## src/rtl/lcd_text_ctrl_if.sv

```systemverilog
// Content-side handshake (start/text -> busy/done/init_done) plus the LCD pin bundle.
// The content logic is the master; lcd_text_ctrl is the slave.
interface lcd_text_ctrl_if #(
    parameter int TEXT_LEN = 32
);
    logic                    start;
    logic [8*TEXT_LEN-1:0]   text;
    logic                    busy;
    logic                    done;
    logic                    init_done;
    logic [4:0]              lcd_d;
    logic                    lcd_e;

    modport master (
        output start, text,
        input  busy, done, init_done, lcd_d, lcd_e
    );

    modport slave (
        input  start, text,
        output busy, done, init_done, lcd_d, lcd_e
    );
endinterface

```

## src/rtl/lcd_text_ctrl.sv

```systemverilog
// HD44780 4-bit controller: power-up wait, 14-nibble init, then HOME + TEXT_LEN chars per start.
// Define LCD_NEWLINE_EN to turn byte 0x0A into a set-DDRAM-address(LINE2_ADDR) command.
module lcd_text_ctrl #(
    parameter int         FREQ_HZ    = 50_000_000,
    parameter int         TEXT_LEN   = 32,
    parameter logic [6:0] LINE2_ADDR = 7'h40,
    parameter int         PWR_UP_US  = 15000
) (
    input logic           clk_i,
    input logic           rst_ni,
    lcd_text_ctrl_if.slave bus
);
`ifdef LCD_NEWLINE_EN
    localparam bit NEWLINE_EN = 1'b1;
`else
    localparam bit NEWLINE_EN = 1'b0;
`endif

    localparam int T1US    = (FREQ_HZ / 1_000_000 < 1) ? 1 : FREQ_HZ / 1_000_000;
    localparam int PWR_CYC = (PWR_UP_US * T1US < 1) ? 1 : PWR_UP_US * T1US;
    // Wide enough for the longest of power-up and init delays so nothing wraps.
    localparam int MAX_DLY = (PWR_CYC > 4100 * T1US) ? PWR_CYC : 4100 * T1US;
    localparam int CW      = $clog2(MAX_DLY + 1);
    localparam int NW      = $clog2((2 * TEXT_LEN > 14) ? 2 * TEXT_LEN : 14);

    typedef logic [CW-1:0] cnt_t;
    typedef logic [NW-1:0] idx_t;

    localparam cnt_t PWR_TERM = cnt_t'(PWR_CYC - 1);
    localparam cnt_t T1_TERM  = cnt_t'(T1US - 1);
    localparam cnt_t D10      = cnt_t'(10 * T1US - 1);
    localparam cnt_t D53      = cnt_t'(53 * T1US - 1);
    localparam cnt_t D100     = cnt_t'(100 * T1US - 1);
    localparam cnt_t D3M      = cnt_t'(3000 * T1US - 1);
    localparam cnt_t D4M1     = cnt_t'(4100 * T1US - 1);
    localparam idx_t LAST_NIB = idx_t'(2 * TEXT_LEN - 1);

    typedef enum logic [2:0] {S_PWR_WAIT, S_INIT, S_IDLE, S_HOME, S_TEXT} state_t;
    typedef enum logic [1:0] {PH_SETUP, PH_PULSE, PH_WAIT} phase_t;

    state_t                state_q, state_d, nxt_st;
    phase_t                phase_q, phase_d;
    cnt_t                  cnt_q, cnt_d;
    idx_t                  idx_q, idx_d, nxt_idx;
    logic [4:0]            lcd_d_q, lcd_d_d;
    logic                  lcd_e_q, lcd_e_d;
    logic                  busy_q, busy_d;
    logic                  done_q, done_d;
    logic                  init_done_q, init_done_d;
    logic [8*TEXT_LEN-1:0] text_q, text_d;
    logic                  adv;

    function automatic logic [4:0] nib_of(state_t st, idx_t idx, logic [8*TEXT_LEN-1:0] txt);
        logic [7:0] ch;
        nib_of = 5'h00;
        ch     = 8'h00;
        case (st)
            S_INIT: begin
                case (int'(idx))
                    0, 1, 2: nib_of = 5'h03;
                    3, 4:    nib_of = 5'h02;
                    5, 13:   nib_of = 5'h0C;
                    7:       nib_of = 5'h08;
                    9:       nib_of = 5'h01;
                    11:      nib_of = 5'h06;
                    default: nib_of = 5'h00;
                endcase
            end
            S_HOME: nib_of = idx[0] ? 5'h00 : 5'h08;
            S_TEXT: begin
                ch = txt[8*(TEXT_LEN - 1 - int'(idx >> 1)) +: 8];
                if (NEWLINE_EN && ch == 8'h0A)
                    nib_of = idx[0] ? {1'b0, LINE2_ADDR[3:0]} : {2'b01, LINE2_ADDR[6:4]};
                else
                    nib_of = idx[0] ? {1'b1, ch[3:0]} : {1'b1, ch[7:4]};
            end
            default: nib_of = 5'h00;
        endcase
    endfunction

    function automatic cnt_t dly_of(state_t st, idx_t idx);
        dly_of = idx[0] ? D53 : D10;
        if (st == S_INIT) begin
            case (int'(idx))
                0:        dly_of = D4M1;
                1, 2, 3:  dly_of = D100;
                9:        dly_of = D3M;
                default:  dly_of = idx[0] ? D53 : D10;
            endcase
        end
    endfunction

    always_comb begin
        state_d     = state_q;
        phase_d     = phase_q;
        cnt_d       = cnt_q;
        idx_d       = idx_q;
        lcd_d_d     = lcd_d_q;
        lcd_e_d     = lcd_e_q;
        busy_d      = busy_q;
        done_d      = 1'b0;
        init_done_d = init_done_q;
        text_d      = text_q;
        nxt_st      = state_q;
        nxt_idx     = idx_q;
        adv         = 1'b0;

        // A start before init completes is held as pending via busy.
        if ((state_q == S_PWR_WAIT || state_q == S_INIT) && !busy_q && bus.start) begin
            busy_d = 1'b1;
            text_d = bus.text;
        end

        case (state_q)
            S_PWR_WAIT: begin
                if (cnt_q == PWR_TERM) begin
                    nxt_st  = S_INIT;
                    nxt_idx = '0;
                    adv     = 1'b1;
                end else begin
                    cnt_d = cnt_q + 1'b1;
                end
            end
            S_IDLE: begin
                if (bus.start && !done_q) begin
                    busy_d  = 1'b1;
                    text_d  = bus.text;
                    nxt_st  = S_HOME;
                    nxt_idx = '0;
                    adv     = 1'b1;
                end
            end
            default: begin
                case (phase_q)
                    PH_SETUP: begin
                        phase_d = PH_PULSE;
                        lcd_e_d = 1'b1;
                        cnt_d   = '0;
                    end
                    PH_PULSE: begin
                        if (cnt_q == T1_TERM) begin
                            lcd_e_d = 1'b0;
                            phase_d = PH_WAIT;
                            cnt_d   = '0;
                        end else begin
                            cnt_d = cnt_q + 1'b1;
                        end
                    end
                    default: begin
                        if (cnt_q != dly_of(state_q, idx_q)) begin
                            cnt_d = cnt_q + 1'b1;
                        end else if (state_q == S_INIT && int'(idx_q) == 13) begin
                            init_done_d = 1'b1;
                            if (busy_d) begin
                                nxt_st  = S_HOME;
                                nxt_idx = '0;
                                adv     = 1'b1;
                            end else begin
                                state_d = S_IDLE;
                            end
                        end else if (state_q == S_HOME && idx_q[0]) begin
                            nxt_st  = S_TEXT;
                            nxt_idx = '0;
                            adv     = 1'b1;
                        end else if (state_q == S_TEXT && idx_q == LAST_NIB) begin
                            done_d  = 1'b1;
                            busy_d  = 1'b0;
                            state_d = S_IDLE;
                        end else begin
                            nxt_idx = idx_q + 1'b1;
                            adv     = 1'b1;
                        end
                    end
                endcase
            end
        endcase

        if (adv) begin
            state_d = nxt_st;
            idx_d   = nxt_idx;
            phase_d = PH_SETUP;
            cnt_d   = '0;
            lcd_d_d = nib_of(nxt_st, nxt_idx, text_q);
        end
    end

    always_ff @(posedge clk_i or negedge rst_ni) begin
        if (!rst_ni) begin
            state_q     <= S_PWR_WAIT;
            phase_q     <= PH_SETUP;
            cnt_q       <= '0;
            idx_q       <= '0;
            lcd_d_q     <= 5'h00;
            lcd_e_q     <= 1'b0;
            busy_q      <= 1'b0;
            done_q      <= 1'b0;
            init_done_q <= 1'b0;
            text_q      <= '0;
        end else begin
            state_q     <= state_d;
            phase_q     <= phase_d;
            cnt_q       <= cnt_d;
            idx_q       <= idx_d;
            lcd_d_q     <= lcd_d_d;
            lcd_e_q     <= lcd_e_d;
            busy_q      <= busy_d;
            done_q      <= done_d;
            init_done_q <= init_done_d;
            text_q      <= text_d;
        end
    end

    assign bus.busy      = busy_q;
    assign bus.done      = done_q;
    assign bus.init_done = init_done_q;
    assign bus.lcd_d     = lcd_d_q;
    assign bus.lcd_e     = lcd_e_q;
endmodule
```

## src/flat_wrapper.sv

```systemverilog
// flat-port wrapper written by rule: the top's interface ports become plain ports
module lcd_text_ctrl_flat 
#(
    parameter int         FREQ_HZ    = 50_000_000,
    parameter int         TEXT_LEN   = 32,
    parameter logic [6:0] LINE2_ADDR = 7'h40,
    parameter int         PWR_UP_US  = 15000
)
  (clk_i, rst_ni, bus_start, bus_text, bus_busy, bus_done, bus_init_done, bus_lcd_d, bus_lcd_e);
  lcd_text_ctrl_if #(.TEXT_LEN(TEXT_LEN)) bus_i ();
  input logic clk_i;
  input logic rst_ni;
  input wire logic [$bits(bus_i.start)-1:0] bus_start;
  input wire logic [$bits(bus_i.text)-1:0] bus_text;
  output wire logic [$bits(bus_i.busy)-1:0] bus_busy;
  output wire logic [$bits(bus_i.done)-1:0] bus_done;
  output wire logic [$bits(bus_i.init_done)-1:0] bus_init_done;
  output wire logic [$bits(bus_i.lcd_d)-1:0] bus_lcd_d;
  output wire logic [$bits(bus_i.lcd_e)-1:0] bus_lcd_e;
  assign bus_i.start = bus_start;
  assign bus_i.text = bus_text;
  assign bus_busy = bus_i.busy;
  assign bus_done = bus_i.done;
  assign bus_init_done = bus_i.init_done;
  assign bus_lcd_d = bus_i.lcd_d;
  assign bus_lcd_e = bus_i.lcd_e;
  lcd_text_ctrl #(.FREQ_HZ(FREQ_HZ), .TEXT_LEN(TEXT_LEN), .LINE2_ADDR(LINE2_ADDR), .PWR_UP_US(PWR_UP_US)) u_core (.clk_i(clk_i), .rst_ni(rst_ni), .bus(bus_i));
endmodule
```

## config.mk

```make
export PLATFORM = sky130hd
export DESIGN_NAME = lcd_text_ctrl_flat
export DESIGN_NICKNAME = d
export VERILOG_FILES = /design/src/rtl/lcd_text_ctrl_if.sv /design/src/rtl/lcd_text_ctrl.sv /design/src/flat_wrapper.sv
export SDC_FILE = /design/constraint.sdc
export NUM_CORES = 1
export LEC_CHECK = 0
export BUFFER_PORTS_ARGS = -buffer_cell sky130_fd_sc_hd__buf_4
export CELL_PAD_IN_SITES_DETAIL_PLACEMENT = 0
export CELL_PAD_IN_SITES_GLOBAL_PLACEMENT = 1
export CORE_ASPECT_RATIO = 0.8
export CORE_MARGIN = 2
export CORE_UTILIZATION = 43
export CTS_BUF_LIST = sky130_fd_sc_hd__clkbuf_8
export CTS_CLUSTER_DIAMETER = 150
export DETAILED_ROUTE_END_ITERATION = 8
export GPL_TIMING_DRIVEN = 0
export HOLD_SLACK_MARGIN = 0.03
export PLACE_DENSITY_LB_ADDON = 0.1
export SLEW_MARGIN = 20
export SYNTH_ARGS = -nofsm -noshare
export SYNTH_HDL_FRONTEND = slang
export SYNTH_SLANG_ARGS = --single-unit
```

## constraint.sdc

```tcl
create_clock -name clk_i -period 5.25 [get_ports clk_i]
set_input_delay 0.2625 -clock clk_i [delete_from_list [all_inputs] [get_ports clk_i]]
set_output_delay 0.2625 -clock clk_i [all_outputs]
set_load 0.02 [all_outputs]
```

==> metrics.log <==
INFO  metric syn_inst = approximately 1,300
INFO  metric via_per_inst = 5.343
INFO  metric worstSetupStartpoint = u_core.idx_q[0]
INFO  metric total_leakage_power = 0.009565 uW
INFO  metric floorplan.initialDensity = 43.91%
INFO  metric ys_types = 77
INFO  metric outcome = completed
INFO  metric synth_top_cells_by_count = dfrtp_1 (296), mux2_2 (258), nand2_1 (156)
INFO  metric num_rows = 60
INFO  metric regToRegSetupSlack = 0.20 ns
INFO  metric dieArea = between 30,000 and 40,000 um2
INFO  metric num_antenna_cells = 0
INFO  metric setup.worst_path.end = u_core.bus.lcd_d[3]
INFO  metric clk_root_buffer_cell = clkbuf_8
INFO  metric period_share = 96.12%
INFO  metric ant_nets = 0
INFO  metric synthesis.nets = 1,547
INFO  metric antenna_found_initial = 0
INFO  metric global_route_wire_length_before_repair = 80,960 um
INFO  metric crit-reg2reg-launch = u_core.idx_q[0]
INFO  metric synthDominantCellAreaShare = 49.82%
INFO  metric via_count_of_the_first_global_routing_pass = 13,430
INFO  metric rsz0062_at_grt = true
INFO  metric detail_route.wirelength = 53,890 um
INFO  metric cp-start-kind = register
INFO  metric synth_ff_type = dfrtp_1
INFO  metric syn_area = ~15,000 um2
INFO  metric detail_route.drc_violations = 0
INFO  metric clk-insertion-delay-late = 0.63 ns
INFO  metric final_cell_area = 21,320 um2
INFO  metric chipWidth = 211.9 um
INFO  metric cts_tree = yes
INFO  metric synth-warning-count = 0
INFO  metric timing.reg2reg.worst_path_depth = 21
INFO  metric clkTransAtPathRegs = 0.07 ns
INFO  metric synth.avg_cell_area = 11.60 um2
INFO  metric drive_gt1_share = 36.17%
INFO  metric number_of_top_level_pins = 268
INFO  metric hold_ws = 0.1380 ns
INFO  metric maxSlewHeadroom = 33.76%
INFO  metric hold_class = input pin to register
INFO  metric post-synth-top-area-cell = dfrtp_1
INFO  metric critPathArrivalTime = 5.55 ns
INFO  metric detail_placement_hpwl = 37,480 um
INFO  metric wl_per_cell = 22.77 um
INFO  metric dr.first_iter.drc_count = 888
INFO  metric place.port_buffers = between 200 and 300
INFO  metric critPathRequiredTime = 5.76 ns
INFO  metric gr-total-overflow = 0
INFO  metric worst-setup-path-type = register to register
INFO  metric final_report_max_slew_violation_count = 0
INFO  metric maximum_number_of_pins_on_one_net_before_global_route_repair = 87
INFO  metric placed_cell_area = 17,570 um2
INFO  metric clock-skew-final = between 0.04 and 0.05 ns
INFO  metric pin_slew_with_the_least_headroom_to_its_limit = 0.9832 ns
INFO  metric number_of_enable_type_register_cells_in_the_synthesized_netlist = 0
INFO  metric floorplan.core_area = 33,860 um2
INFO  metric timing.critical_path.fanout_max = 10
INFO  metric grt_util_all_layers = 30.22%
INFO  metric min_period = 5.046 ns
INFO  metric worst_hold_path.num_cells = 5
INFO  metric irDropWorstVdd = about 0.25 mV
INFO  metric timing.final.hold_violations = 0
INFO  metric floorplan.die.height = 170.3 um
INFO  metric max_clock_freq = just under 200 MHz
INFO  metric cts.path.max_buffers = 3
INFO  metric ys_ff_latch = 296
INFO  metric cts_made_buffers = 50
INFO  metric cts.sink_count = 296
INFO  metric ys_seq_area_share = 49.82%
INFO  metric cap_violations = 0
INFO  metric ys_top_cells_by_area = dfrtp_1 (50%), mux2_2 (20%), mux2i_1 (6.3%)
INFO  metric cts_max_level = 2
INFO  metric detail_route.first_pass.iterations = 5
INFO  metric async_reset_ff_share = 100.0%
INFO  metric yosysMostFrequentCell = dfrtp_1
INFO  metric powerDensity = 411.4 nW/um2
INFO  metric flow.area_growth_from_synthesis = 43.37%
INFO  metric nNetsFinal = about 2,100
INFO  metric setup_viol = 0
INFO  metric worst_setup_ep_type = register
INFO  metric worstReg2RegEnd = u_core.bus.lcd_d[3]
INFO  metric place.gp.congestion = 0.8861
INFO  metric detailroute.via_count = 12,650
logic make-up after synthesis:
family / synth area share, %
muxes: 27.06
AOI/OAI and AO/OA: 5.546
adders and majority gates: 0.5049
and+or+nand+nor: 12.46
DFF: 49.82
xor gates and xnor gates: 1.178
buffers and inverters: 3.433
area by class of cell:
type / count / area [um2]
fillers: 2732 / 12540
clock inverters: 25 / 162.7
plain buffers: 84 / 491.7
multi-input cells: 884 / 7007
flip-flops and latches: 296 / 7408
inverters: 18 / 80.08
repair buffers: 533 / 4732
well taps: 465 / 581.8
clock buffers: 62 / 853.3
state kept, by name (all words and copies together), names as in the netlist:
name / cells
u_core.bus.busy: 1
u_core.phase_q: 2
u_core.idx_q: 6
u_core.bus.lcd_e: 1
u_core.bus.done: 1
u_core.state_q: 3
u_core.bus.init_done: 1
u_core.text_q: 256
u_core.cnt_q: 20
u_core.bus.lcd_d: 5
stage by stage:
| stage | setup TNS, ns | std cells | setup slack, ns | utilization [%] | total power [uW] |
|---|---|---|---|---|---|
| after floorplan | 0 | 1282 | 0.7798 | - | 5494 |
| after global placement | -5.189 | 2014 | -1.290 | 51.55 | 6312 |
| after detailed placement | -4.607 | 2018 | -1.249 | 51.90 | 6418 |
| after CTS | 0 | 2364 | 0.01096 | 62.76 | 8749 |
| after global routing | -0.07435 | 2367 | -0.05116 | 62.96 | 9264 |
| final | 0 | 2367 | 0.2038 | 62.96 | 8770 |
cells in the final DEF (no fill, tap or decap), types with 17 or more instances in the layout:
master,n
dfrtp_1,295
buf_4,286
mux2_2,258
dlygate4sd3_1,257
nand2_1,155
mux2i_1,89
clkbuf_8,63
nand3_1,62
nor2_1,55
clkbuf_1,38
inv_1,32
o21ai_0,28
buf_2,18
a21oi_1,17
and3_1,17
power by group:
group,switching [uW],internal (uW),total [uW]
logic,1220,1540,2760
clock network,978,1160,2130
registers,554,3320,3880
how the worst min path moves through the flow:
stage | from | to | slack, ns
final | bus_start | u_core.bus.busy | 0.14
after global routing | rst_ni | u_core.text_q[185] | 0.18
after CTS | bus_start | u_core.bus.busy | 0.12
after detailed placement | rst_ni | u_core.cnt_q[11] | 0.19
after global placement | u_core.bus.init_done | u_core.bus.init_done | 0.46
after floorplan | rst_ni | u_core.bus.busy | -0.03
per-layer routing:
metal	vias up	wire, um	track usage [%]
met5	-	0	0
met4	0	1216	9.002
met1	6341	24680	42.32
met2	450	24380	47.08
met3	81	3618	6.606
li1	5776	-	-
worst max-delay path, cell delays in order (launching register included):
cell	delay, ns
dfrtp_2	0.42
clkbuf_8	0.20
clkinvlp_4	0.12
ha_1	0.22
or4_4	0.55
o2bb2ai_2	0.19
a211o_1	0.31
and2_1	0.17
nor3_4	0.37
nand3_1	0.15
and3_1	0.24
buf_6	0.18
inv_6	0.14
buf_12	0.18
buf_8	0.18
buf_8	0.19
mux2i_1	0.21
mux2i_1	0.11
mux2i_2	0.36
o22ai_1	0.16
a31oi_1	0.17
o211ai_1	0.10
repair_timing:
action / in CTS / in global routing
hold endpoints to repair: 406 / 0
pin swaps: 2 / 1
setup buffers: 2 / 3
endpoints found under the setup margin: 8 / 4
hold buffers: 257 / 0
gates resized for setup: 27 / 11
Power figures use the tool's default switching activity.
